### src/rtl/mem_request_initiator.sv
// Word-memory request initiator: RV32 byte loads/stores -> word transactions, sub-word stores by read-modify-write.
// Optional wait-abort after TIMEOUT_CYCLES when MEM_TIMEOUT_EN is defined.
module mem_request_initiator #(
  parameter int ADDR_W         = 24,
  parameter int TIMEOUT_CYCLES = 64
) (
  input  logic              clk,
  input  logic              rst,
  input  logic              req_valid,
  output logic              req_ready,
  input  logic              req_we,
  input  logic [1:0]        req_size,
  input  logic              req_unsigned,
  input  logic [ADDR_W+1:0] req_addr,
  input  logic [31:0]       req_wdata,
  output logic              resp_valid,
  output logic [31:0]       resp_rdata,
  output logic              resp_err,
  output logic [ADDR_W-1:0] mem_addr,
  output logic              mem_we,
  output logic [31:0]       mem_data_in,
  input  logic [31:0]       mem_data_out,
  input  logic              mem_op_r
);

  localparam logic [1:0] SZ_B = 2'b00;
  localparam logic [1:0] SZ_H = 2'b01;
  localparam logic [1:0] SZ_W = 2'b10;

  typedef enum logic [2:0] {IDLE, RD_WAIT, MERGE, WR_WAIT, RESP} state_t;

  state_t state, state_nxt;

  logic              op_r_q;
  logic              done;
  logic              timeout;
  logic              req_bad;

  logic              r_we, r_we_nxt;
  logic              r_uns, r_uns_nxt;
  logic [1:0]        r_size, r_size_nxt;
  logic [1:0]        r_off, r_off_nxt;
  logic [15:0]       r_wdata, r_wdata_nxt;
  logic [31:0]       rd_word, rd_word_nxt;
  logic [ADDR_W-1:0] mem_addr_nxt;
  logic              mem_we_nxt;
  logic [31:0]       mem_data_in_nxt;
  logic [31:0]       rdata_nxt;
  logic              err_nxt;

  if (TIMEOUT_CYCLES < 1) begin : g_bad_cfg
    $error("TIMEOUT_CYCLES must be at least 1");
  end

  function automatic logic [31:0] load_extract(input logic [31:0] w, input logic [1:0] sz,
                                               input logic uns, input logic [1:0] off);
    logic [7:0]  b;
    logic [15:0] h;
    b = w[8*off +: 8];
    h = w[16*off[1] +: 16];
    case (sz)
      SZ_B:    load_extract = uns ? {24'h0, b} : {{24{b[7]}}, b};
      SZ_H:    load_extract = uns ? {16'h0, h} : {{16{h[15]}}, h};
      default: load_extract = w;
    endcase
  endfunction

  function automatic logic [31:0] store_merge(input logic [31:0] w, input logic [1:0] sz,
                                              input logic [1:0] off, input logic [15:0] d);
    store_merge = w;
    if (sz == SZ_B) store_merge[8*off +: 8] = d[7:0];
    else            store_merge[16*off[1] +: 16] = d;
  endfunction

  // A level held high on mem_op_r must complete only one transaction.
  assign done       = mem_op_r & ~op_r_q;
  assign req_ready  = (state == IDLE);
  assign resp_valid = (state == RESP);
  assign req_bad    = (req_size == 2'b11) ||
                      ((req_size == SZ_H) && req_addr[0]) ||
                      ((req_size == SZ_W) && (req_addr[1:0] != 2'b00));

`ifdef MEM_TIMEOUT_EN
  localparam int               CNT_W    = $clog2(TIMEOUT_CYCLES + 1);
  localparam logic [CNT_W-1:0] CNT_LAST = CNT_W'(TIMEOUT_CYCLES - 1);

  logic [CNT_W-1:0] wait_cnt;

  always_ff @(posedge clk or posedge rst) begin
    if (rst) begin
      wait_cnt <= '0;
    end else if (state_nxt != state) begin
      wait_cnt <= '0;
    end else if (state == RD_WAIT || state == WR_WAIT) begin
      wait_cnt <= wait_cnt + 1'b1;
    end
  end

  assign timeout = (state == RD_WAIT || state == WR_WAIT) && (wait_cnt == CNT_LAST);
`else
  assign timeout = 1'b0;
`endif

  always_ff @(posedge clk or posedge rst) begin
    if (rst) begin
      state       <= IDLE;
      op_r_q      <= 1'b0;
      r_we        <= 1'b0;
      r_uns       <= 1'b0;
      r_size      <= 2'b00;
      r_off       <= 2'b00;
      r_wdata     <= '0;
      rd_word     <= '0;
      mem_addr    <= '0;
      mem_we      <= 1'b0;
      mem_data_in <= '0;
      resp_rdata  <= '0;
      resp_err    <= 1'b0;
    end else begin
      state       <= state_nxt;
      op_r_q      <= mem_op_r;
      r_we        <= r_we_nxt;
      r_uns       <= r_uns_nxt;
      r_size      <= r_size_nxt;
      r_off       <= r_off_nxt;
      r_wdata     <= r_wdata_nxt;
      rd_word     <= rd_word_nxt;
      mem_addr    <= mem_addr_nxt;
      mem_we      <= mem_we_nxt;
      mem_data_in <= mem_data_in_nxt;
      resp_rdata  <= rdata_nxt;
      resp_err    <= err_nxt;
    end
  end

  always_comb begin
    state_nxt       = state;
    r_we_nxt        = r_we;
    r_uns_nxt       = r_uns;
    r_size_nxt      = r_size;
    r_off_nxt       = r_off;
    r_wdata_nxt     = r_wdata;
    rd_word_nxt     = rd_word;
    mem_addr_nxt    = mem_addr;
    mem_we_nxt      = mem_we;
    mem_data_in_nxt = mem_data_in;
    rdata_nxt       = resp_rdata;
    err_nxt         = resp_err;

    case (state)
      IDLE: begin
        if (req_valid) begin
          r_we_nxt    = req_we;
          r_uns_nxt   = req_unsigned;
          r_size_nxt  = req_size;
          r_off_nxt   = req_addr[1:0];
          r_wdata_nxt = req_wdata[15:0];
          rdata_nxt   = '0;
          err_nxt     = req_bad;
          if (req_bad) begin
            state_nxt = RESP;
          end else begin
            mem_addr_nxt = req_addr[ADDR_W+1:2];
            if (req_we && req_size == SZ_W) begin
              mem_data_in_nxt = req_wdata;
              mem_we_nxt      = 1'b1;
              state_nxt       = WR_WAIT;
            end else begin
              mem_we_nxt = 1'b0;
              state_nxt  = RD_WAIT;
            end
          end
        end
      end
      RD_WAIT: begin
        if (done) begin
          if (r_we) begin
            rd_word_nxt = mem_data_out;
            state_nxt   = MERGE;
          end else begin
            rdata_nxt = load_extract(mem_data_out, r_size, r_uns, r_off);
            state_nxt = RESP;
          end
        end else if (timeout) begin
          err_nxt   = 1'b1;
          rdata_nxt = '0;
          state_nxt = RESP;
        end
      end
      MERGE: begin
        mem_data_in_nxt = store_merge(rd_word, r_size, r_off, r_wdata);
        mem_we_nxt      = 1'b1;
        state_nxt       = WR_WAIT;
      end
      WR_WAIT: begin
        if (done) begin
          mem_we_nxt = 1'b0;
          state_nxt  = RESP;
        end else if (timeout) begin
          mem_we_nxt = 1'b0;
          err_nxt    = 1'b1;
          state_nxt  = RESP;
        end
      end
      RESP:    state_nxt = IDLE;
      default: state_nxt = IDLE;
    endcase
  end

endmodule

### config.mk
export PLATFORM = sky130hd
export DESIGN_NAME = mem_request_initiator
export DESIGN_NICKNAME = d
export VERILOG_FILES = /design/src/rtl/mem_request_initiator.sv
export SDC_FILE = /design/constraint.sdc
export NUM_CORES = 1
export LEC_CHECK = 0
export ABC_CLOCK_PERIOD_IN_PS = 5580
export CORE_MARGIN = 2
export CORE_UTILIZATION = 49
export DETAILED_ROUTE_END_ITERATION = 6
export GPL_TIMING_DRIVEN = 0
export PLACE_DENSITY_LB_ADDON = 0.3
export SETUP_SLACK_MARGIN = 0.3
export SYNTH_ARGS = -nofsm -noshare
export SYNTH_HDL_FRONTEND = slang
export SYNTH_SLANG_ARGS = --single-unit
### constraint.sdc
create_clock -name clk -period 5.58 [get_ports clk]
set_clock_uncertainty 0.1 [all_clocks]
set_input_delay 0.558 -clock clk [delete_from_list [all_inputs] [get_ports clk]]
set_output_delay 0.558 -clock clk [all_outputs]
set_load 0.02 [all_outputs]
==> metrics.md <==
| Metric | Value |
|---|---|
| Finish-stage setup viols | `0` |
| Hold_ws | `0.383 ns` |
| Top-area cell type share of the netlist area | `50.5%` |
| Yosys Warn Count | `0` |
| Relative slew slack | `59.7%` |
| Synth-to-Final Area Change | `38.2%` |
| Core Region | `14600 um2` |
| Hold path depth | `1` |
| #FFs+latches synth | `148` |
| Sequential area share after synthesis | `50.5%` |
| Post-route DRC | `0` |
| Largest family of logic cells by synthesized area | `compound AO/OA/AOI/OAI gates` |
| Worst Path Class, Setup | `flip-flop to flip-flop` |
| DRT iter0 DRCs | `529` |
| Clk Latency, worst-skew pair | `0.43 ns` |
| H-tree depth | `4` |
| Max Cap Viol | `0` |
| Clock Pin Slew Worst Setup and Hold Paths | `0.06 ns` |
| Post-synth top area cell | `dfrtp_1` |
| Peak VDD IR | `0.285 mV` |
| CP endpoint kind | `flip-flop` |
| Number of synthesized flops with an enable pin | `0` |
| Mean Syn Cell Area | `10.4 um2` |
| Worst hold path type | `flip-flop to flip-flop` |
| Synth Net Count | `805` |
| Port-buffer cells | `189` |
| Worst endpoint data arrival time | `3.19 ns` |
| Final WL | `22300 um` |
| Layout Nets | `1014` |
| Count of cell types in the netlist | `55` |
| Synth Area in Adders | `0.854%` |
| Measured slew at the worst slew-check pin | `0.600 ns` |
| Mapped Area | `7330 um2` |
| First-pass GRT wire length | `35100 um` |
| Share of flip-flops with an asynchronous set or reset | `100%` |
| Synth Instances | `702` |
| Clock buffer depth | `2` |
| Antenna cells | `0` |
| Drt wl/cell | `20.1 um` |
| Setup Fix Bufs, Post-CTS | `0` |
| CTS Buf Count | `17` |
| Die Span X | `126 um` |
| Synth cell count leaders | `dfrtp_1, nand2_1, o21ai_1, o21ai_0, a21oi_1` |
| DR vias | `6456` |
| Post-synthesis xor/xnor area fraction | `0%` |
| Tot GR Track Use | `28.3%` |
| Initial Util | `50.2%` |
| Main synth FF type | `dfrtp_1` |
| Antenna violations before repair | `0` |
| CTS tree | `built` |
| Fin. max-slew vios | `0` |
| PD cells | `615 nW/um2` |
| RSZ-0062 raised after global routing | `false` |
| WP data required | `5.83 ns` |
| Max FO, Critical Path | `10` |
| Height of the die | `126 um` |
| Pin count of the biggest net entering global routing | `101` |
| Static Leak | `4.40 nW` |
| Total die area | `16000 um2` |
| Vias per inst | `5.83` |
| DR pass1 iterations | `5` |
| Cts repair resizes | `0` |
| Final hold vios | `0` |
| Final min period | `2.94 ns` |
| Clk sinks | `148` |
| Synth top area cells | `dfrtp_1, mux2_4, nand2_1` |
| CTS Root Cell | `clkbuf_16` |
| FILL cells | `1094` |
| I/O Pins | `190` |
| Total Power Consumption | `0.00622 W` |
| Total congestion overflow | `0` |
| FMAX | `340 MHz` |
| Final ANT Viol Nets | `0` |
| Top-count cell post-synth | `dfrtp_1` |
| Critical Path Source Type | `flip-flop` |
| CTS Hold Bufs | `0` |
| Simple-gate share of the synthesized area | `12.5%` |
| Post-synthesis mux area share | `13.1%` |
| Share of layout cells above drive strength 1 | `11.0%` |
| Cell count of the worst reg-to-reg path | `9` |
| Post-DP HPWL | `16300 um` |
| Synth Area in Compound Gates | `18.7%` |
| Cell Rows | `44` |
| Crit share post-route | `52.7%` |
| Vias in the first global route | `6253` |
| Status | `finished clean` |
| Gpl congestion | `0.950` |
[flip-flops by register name, indices dropped and copies added (netlist names), 2 cells and up]
name         flops
mem_data_in     32
rd_word         32
resp_rdata      32
mem_addr        24
r_wdata         16
state            3
r_off            2
r_size           2
[critical path, stage by stage (launching register included)]
cell      delay, ns
dfrtp_1        0.39
buf_6          0.17
clkbuf_1       0.41
inv_1          0.19
ha_1           0.28
or2_1          0.23
buf_1          0.24
o31ai_4        0.43
a221oi_1       0.20
o21ai_1        0.20
[routing by layer]
metal,vias to the layer above,share of wire [%],GRT usage (%)
met3,40,7.6,5.86
met1,3171,43,39.3
li1,2943,-,-
met2,302,47,45.1
met5,-,0,0
met4,0,2.2,9.31
[cells in the final DEF, fill, tap and decap left out, types with 4 or more instances in the layout]
cell / count
clkdlybuf4s50_1: 189
dfrtp_1: 148
nand2_1: 118
o21ai_1: 55
o21ai_0: 41
a21oi_1: 40
mux2_4: 30
mux2i_1: 22
mux2_1: 22
clkbuf_1: 19
a221oi_1: 19
nor2_1: 18
buf_2: 17
clkbuf_16: 17
nor2b_1: 16
nand2b_1: 13
inv_1: 13
a221o_1: 12
or3_1: 9
o32ai_1: 8
a32oi_1: 7
buf_1: 6
buf_6: 5
a311o_1: 5
a22oi_1: 5
ha_1: 5
mux2_2: 4
bufinv_16: 4
clkinv_4: 4
[cells by family (layout without fill, tap and decap cells)]
logic type / Yosys count / after routing
AOI/OAI and AO/OA: 210 / 210
and+or+nand+nor: 196 / 196
DFF: 148 / 148
muxes: 78 / 78
buffers and inverters: 65 / 287
adders and majority gates: 5 / 5
[area by class of cell]
type                            count  area [um2]  share of cell area [%]
Tap cell                          184         230                    2.27
Timing Repair Buffer              190        1920                    18.9
Multi-Input combinational cell    489        3310                    32.7
Inverter                           16        65.1                   0.642
Clock inverter                     11         175                    1.73
Buffer                             49         254                    2.51
Sequential cell                   148        3700                    36.6
Clock buffer                       21         470                    4.64
[metrics by stage]
| step | cell area (um2) | instances | TNS (ns) | setup WS [ns] | utilization [%] |
|---|---|---|---|---|---|
| global placement | 9450 | 1075 | -157.59 | -1.07 | 64.8 |
| floorplan | 7330 | 702 | 0 | 0.942 | - |
| CTS | 10100 | 1108 | 0 | 2.69 | 69.4 |
| global route | 10100 | 1108 | 0 | 2.45 | 69.4 |
| detailed placement | 9480 | 1076 | 0 | 2.76 | 65.0 |
| finish | 10100 | 1108 | 0 | 2.64 | 69.4 |
[power breakdown]
part	internal, W	switching (W)	leakage, nW
registers	0.00159	0.000404	1.85
logic	0.00135	0.00163	2.24
clock network	0.000786	0.000460	0.309
[path summary, 6_finish.rpt]
| kind | slack (ns) | start | to |
|---|---|---|---|
| setup / recovery | 2.64 | r_off[0]$_DFFE_PP0P_ | mem_data_in[16]$_DFFE_PP0P_ |
| max in group asynchronous | 4.10 | rst | resp_rdata[0]$_DFFE_PP0P_ |
| hold reg to reg | 0.38 | mem_addr[16]$_DFFE_PP0P_ | mem_addr[16]$_DFFE_PP0P_ |
| min in group asynchronous | 0.43 | rst | mem_data_in[17]$_DFFE_PP0P_ |
| setup reg to reg | 2.64 | r_off[0]$_DFFE_PP0P_ | mem_data_in[16]$_DFFE_PP0P_ |
| hold / removal | 0.38 | mem_addr[16]$_DFFE_PP0P_ | mem_addr[16]$_DFFE_PP0P_ |
Note: power is estimated with default switching activity, not from simulation.
==> variant 1, RTL diff (same settings) <==
`mem_data_in` no longer has a reset.
--- a/src/rtl/mem_request_initiator.sv
+++ b/src/rtl/mem_request_initiator.sv
@@ -113,7 +113,6 @@
       rd_word     <= '0;
       mem_addr    <= '0;
       mem_we      <= 1'b0;
-      mem_data_in <= '0;
       resp_rdata  <= '0;
       resp_err    <= 1'b0;
     end else begin
@@ -127,10 +126,13 @@
       rd_word     <= rd_word_nxt;
       mem_addr    <= mem_addr_nxt;
       mem_we      <= mem_we_nxt;
-      mem_data_in <= mem_data_in_nxt;
       resp_rdata  <= rdata_nxt;
       resp_err    <= err_nxt;
     end
+  end
+
+  always_ff @(posedge clk) begin
+    mem_data_in <= mem_data_in_nxt;
   end
 
   always_comb begin
Check against the original RTL: not equivalent (Yosys sat finds a counterexample within 4 cycles, from zero or initial values and one cycle with rst high).
==> variant 1 against the original RTL <==
  * Largest power group unchanged
  * Final area down 4.0%
  * Synthesized area down 4.2%
  * Core utilization grew 0.39 points
  * Wire length down 8.6%
  * Synthesized cell count down 18%
  * Non-clock buffer count fell by 9
  * Sequential share of layout area rose by 3.2 points
  * Setup slack improved by 130 ps
  * Sequential cell count stayed put
  * Via count down 11%
  * Total power decreased by 8.0%
  * Critical path depth shrank 5
==> variant 1: results (changes against the original RTL) <==
stage	metric	value	unit	change
status	status	complete, no violations		
cells_and_area	drive_gt1_share	18.60	%	+7.6 points
synthesis	synth_edf_count	32		+32
pwr	finalPower	0.005725	W	-8.0%
synthesis	synth-compound-area-share	17.57	%	-1.1 points
critical_path	crit_slowest_cell	clkdlybuf4s50_1		
pwr	p_leak	3.894	nW	-12%
drt	dr.pass1.iters	7		+2
synthesis	ys_seq_area_share	55.03	%	+4.5 points
pwr	peakVddDrop	0.3630	mV	+27%
critical_path	worstPathArrival	2150	ps	-1040 ps
cells_and_area	final_cell_count_no_fill	981		-11%
grt	grt_pass1_vias	5855		-6.4%
synthesis	syn_area_per_cell	12.17	µm²	+17%
synthesis	synthTopCellsByArea	dfrtp_1, edfxtp_1, mux2_2, o21ai_0, a221o_1		
grt	grtUsageTotal	27.71	%	-0.63 points
cells_and_area	nets	891		-12%
placed_design	dp_hpwl	15570	µm	-4.5%
grt	grt_pass1_wl	31400	µm	-10%
timing	maxSlewHeadroom	39.01	%	-21 points
placed_design	dpl.cell_count	949		-12%
synthesis	synth_commonest_cells	dfrtp_1, mux2_2, o21ai_0, nand2_1, edfxtp_1		
clock_network	htree_levels	4		unchanged
grt	grt_max_degree	71		-30%
synthesis	synth_mux_area_share	15.36	%	+2.2 points
drt	viasPerCell	5.887		+1.0%
clock_network	cts_buffer_depth	2		unchanged
synthesis	synth_fa_ha_area_share	0.8911	%	+0.038 points
synthesis	ys_types	53		-3.6%
drt	drt-initial-drc-count	512		-3.2%
synthesis	syn-num-nets	680		-16%
==> variant 1: layer usage <==
layer,share of wire [%],global-route usage (%)
met5,0,0
met3,8.2,8.013
met2,48,44.33
met4,2.1,9.162
met1,41,36.37
==> variant 1: power by group <==
part	internal [W]	switching, W
registers	0.00162	0.000353
clock network	0.000594	0.000451
logic	0.00125	0.00145
total	0.00347	0.00225
==> variant 1: kinds of logic (layout without fill, tap and decap cells) <==
family,count (synthesis),in the layout
AOI/OAI and AO/OA,175,175
adders and majority gates,5,5
and+or+nand+nor,104,104
DFF,148,148
buffers and inverters,47,271
muxes,98,98
==> variant 1: final timing paths <==
check / endpoint / start / slack (ps) / cells past startpoint
hold / removal: resp_rdata[30]$_DFFE_PP0P_ / resp_rdata[30]$_DFFE_PP0P_ / 390 / 2
setup reg to reg: mem_data_in[31]$_DFFE_PP_ / r_off[1]$_DFFE_PP0P_ / 2820 / 6
max in group asynchronous: resp_rdata[12]$_DFFE_PP0P_ / rst / 4050 / 3
setup / recovery: resp_valid / state[0]$_DFFE_PP0P_ / 2770 / 4
hold reg to reg: resp_rdata[30]$_DFFE_PP0P_ / resp_rdata[30]$_DFFE_PP0P_ / 390 / 2
min in group asynchronous: mem_addr[20]$_DFFE_PP0P_ / rst / 610 / 2
==> variant 1: layout make-up <==
| type | count | area, µm² |
|---|---|---|
| buffer | 38 | 190.2 |
| clock buffer | 22 | 464.2 |
| clock inverter | 10 | 73.82 |
| fill | 1034 | 4205 |
| inverter | 9 | 36.28 |
| multi-input combinational | 382 | 2938 |
| sequential | 148 | 3864 |
| tap | 180 | 225.2 |
| timing repair buffer | 192 | 1938 |
==> variant 1: stage by stage <==
stage | hold WS, ps | instance area (µm²) | worst slack (ps) | utilization, %
after CTS | 382.6 | 9729 | 2771 | 69.82
after detailed placement | 369.4 | 9191 | 2616 | 65.96
after floorplan | 380.5 | 7020 | 1797 | -
after global placement | 361.3 | 9138 | 312.3 | 65.57
final | 388.1 | 9729 | 2769 | 69.82
after global routing | 409.6 | 9729 | 2646 | 69.82
==> variant 1: worst min-delay path: stages (launching register included) <==
cell     delay [ps]
dfrtp_1         340
nand2_1          50
o21ai_0          60
==> variant 2, RTL diff (same settings) <==
Without the edit above. Build with the macro `MEM_TIMEOUT_EN` defined.
--- a/src/rtl/mem_request_initiator.sv
+++ b/src/rtl/mem_request_initiator.sv
@@ -1,5 +1,7 @@
 // Word-memory request initiator: RV32 byte loads/stores -> word transactions, sub-word stores by read-modify-write.
 // Optional wait-abort after TIMEOUT_CYCLES when MEM_TIMEOUT_EN is defined.
+`define MEM_TIMEOUT_EN
+
 module mem_request_initiator #(
   parameter int ADDR_W         = 24,
   parameter int TIMEOUT_CYCLES = 64
Formal check against the unedited RTL: same outputs for any inputs over 4 cycles, from zero or initial values and one cycle with rst high; that may be too few to reach the edited logic, so the function may still have changed.
==> variant 2 against the original RTL <==
  * Synthesized area grew 2.7%
  * Clock power decreased by 3%
  * Sequential cell count up 7
  * Total power down 3.6%
  * Sequential share of layout area rose by 1.1 points
  * Synthesized cell count shrank 0.71%
  * Wire length increased by 0.28%
  * Count of clock-buffer cells in the layout shrank 2
  * Critical path depth down 1
  * Setup slack improved by 210 ps
  * Via count grew 2.1%
  * Final area up 1.7%
  * Critical endpoint is now mem_data_in[23]$_DFFE_PP0P_
  * Largest cell class unchanged
  * Highest routed layer unchanged
==> variant 2: results (changes against the original RTL) <==
stage	metric	value	unit	change
status	status	complete, no violations		
synthesis	synth_mux_area_share	13.32	%	+0.17 points
critical_path	r2r-end	mem_data_in[23]$_DFFE_PP0P_		
drt	viasPerCell	5.958		+2.3%
synthesis	synth_commonest_cells	dfrtp_1, nand2_1, mux2_2, nor2_1, a221oi_1		
critical_path	cpPeakStageDelay	370	ps	-60 ps
drt	drt-initial-drc-count	530		+0.19%
grt	grt_pass1_vias	6630		+6.0%
critical_path	crit_slowest_cell	dfrtp_1		
synthesis	ys_types	49		-11%
synthesis	synth_xor_area_share	0.5820	%	+0.58 points
pwr	p_leak	4.413	nW	+0.22%
synthesis	synth-compound-area-share	17.38	%	-1.3 points
critical_path	rr_worst_depth	8		-1
cells_and_area	fillers	1209		+11%
drt	dr.pass1.iters	6		+1
worst_hold_path	hold_end	resp_rdata[14]$_DFFE_PP0P_		
clock_network	cts_buffer_depth	2		unchanged
grt	grtUsageTotal	27.79	%	-0.55 points
synthesis	ys_seq_area_share	51.55	%	+1.0 points
drt	detail_route.wl_per_cell	20.23	µm	+0.46%
pwr	peakVddDrop	0.3372	mV	+18%
cells_and_area	drive_gt1_share	13.40	%	+2.4 points
placed_design	place_area	9684	µm²	+2.1%
timing	tightest_slew	927.7	ps	+327.6 ps
synthesis	syn-num-nets	801		-0.50%
placed_design	routabilityCongestion	0.9090		-4.3%
worst_hold_path	hold_start	resp_rdata[14]$_DFFE_PP0P_		
placed_design	dpl.cell_count	1075		-0.093%
grt	grt_pass1_wl	35360	µm	+0.81%
synthesis	synthTopCellsByArea	dfrtp_1, mux2_2, nand2_1, a221oi_1, mux2i_1		
variant 2: changes by cell type in the layout (fill, tap and decap cells not counted), sizes merged, moves of 9 or more:
cell	change
or3	-9
a221oi	+14
a31oi	+30
nand3	+13
a211o	+24
o2bb2ai	+9
a221o	+12
mux2	+9
nand2	-17
nor2b	-12
nor2	+15
a21oi	-37
nand2b	-9
o21ai	-67
variant 2: area by class of cell:
type | instances | area (µm²) | share of cell area (%)
sequential | 155 | 3879 | 37.64
clock buffer | 19 | 452.9 | 4.395
inverter | 18 | 72.57 | 0.7041
tap | 188 | 235.2 | 2.282
buffer | 52 | 224.0 | 2.173
clock inverter | 12 | 162.7 | 1.578
multi-input combinational | 472 | 3361 | 32.61
timing repair buffer | 190 | 1919 | 18.62
variant 2: metrics by stage:
step / utilization [%] / total power (W) / setup TNS, ps / hold WS [ps] / setup slack [ps]
floorplan: - / 0.003598 / 0 / 366.8 / 743.8
global placement: 63.96 / 0.004695 / -200500 / 377.2 / -1306
detailed placement: 64.18 / 0.004758 / 0 / 377.0 / 2552
CTS: 68.26 / 0.005991 / 0 / 392.0 / 2814
global route: 68.30 / 0.006329 / 0 / 407.2 / 2683
finish: 68.30 / 0.006000 / 0 / 387.5 / 2850
variant 2: power by group:
part	internal, W	switching, W
clock	0.000731	0.000481
combinational	0.00128	0.00150
sequential	0.00161	0.000401
total	0.00362	0.00238
variant 2: metal layers:
layer / GRT usage [%] / part of all wire (%)
met1: 36.60 / 41
met5: 0 / 0
met3: 6.761 / 8.1
met2: 45.55 / 49
met4: 8.985 / 2.1
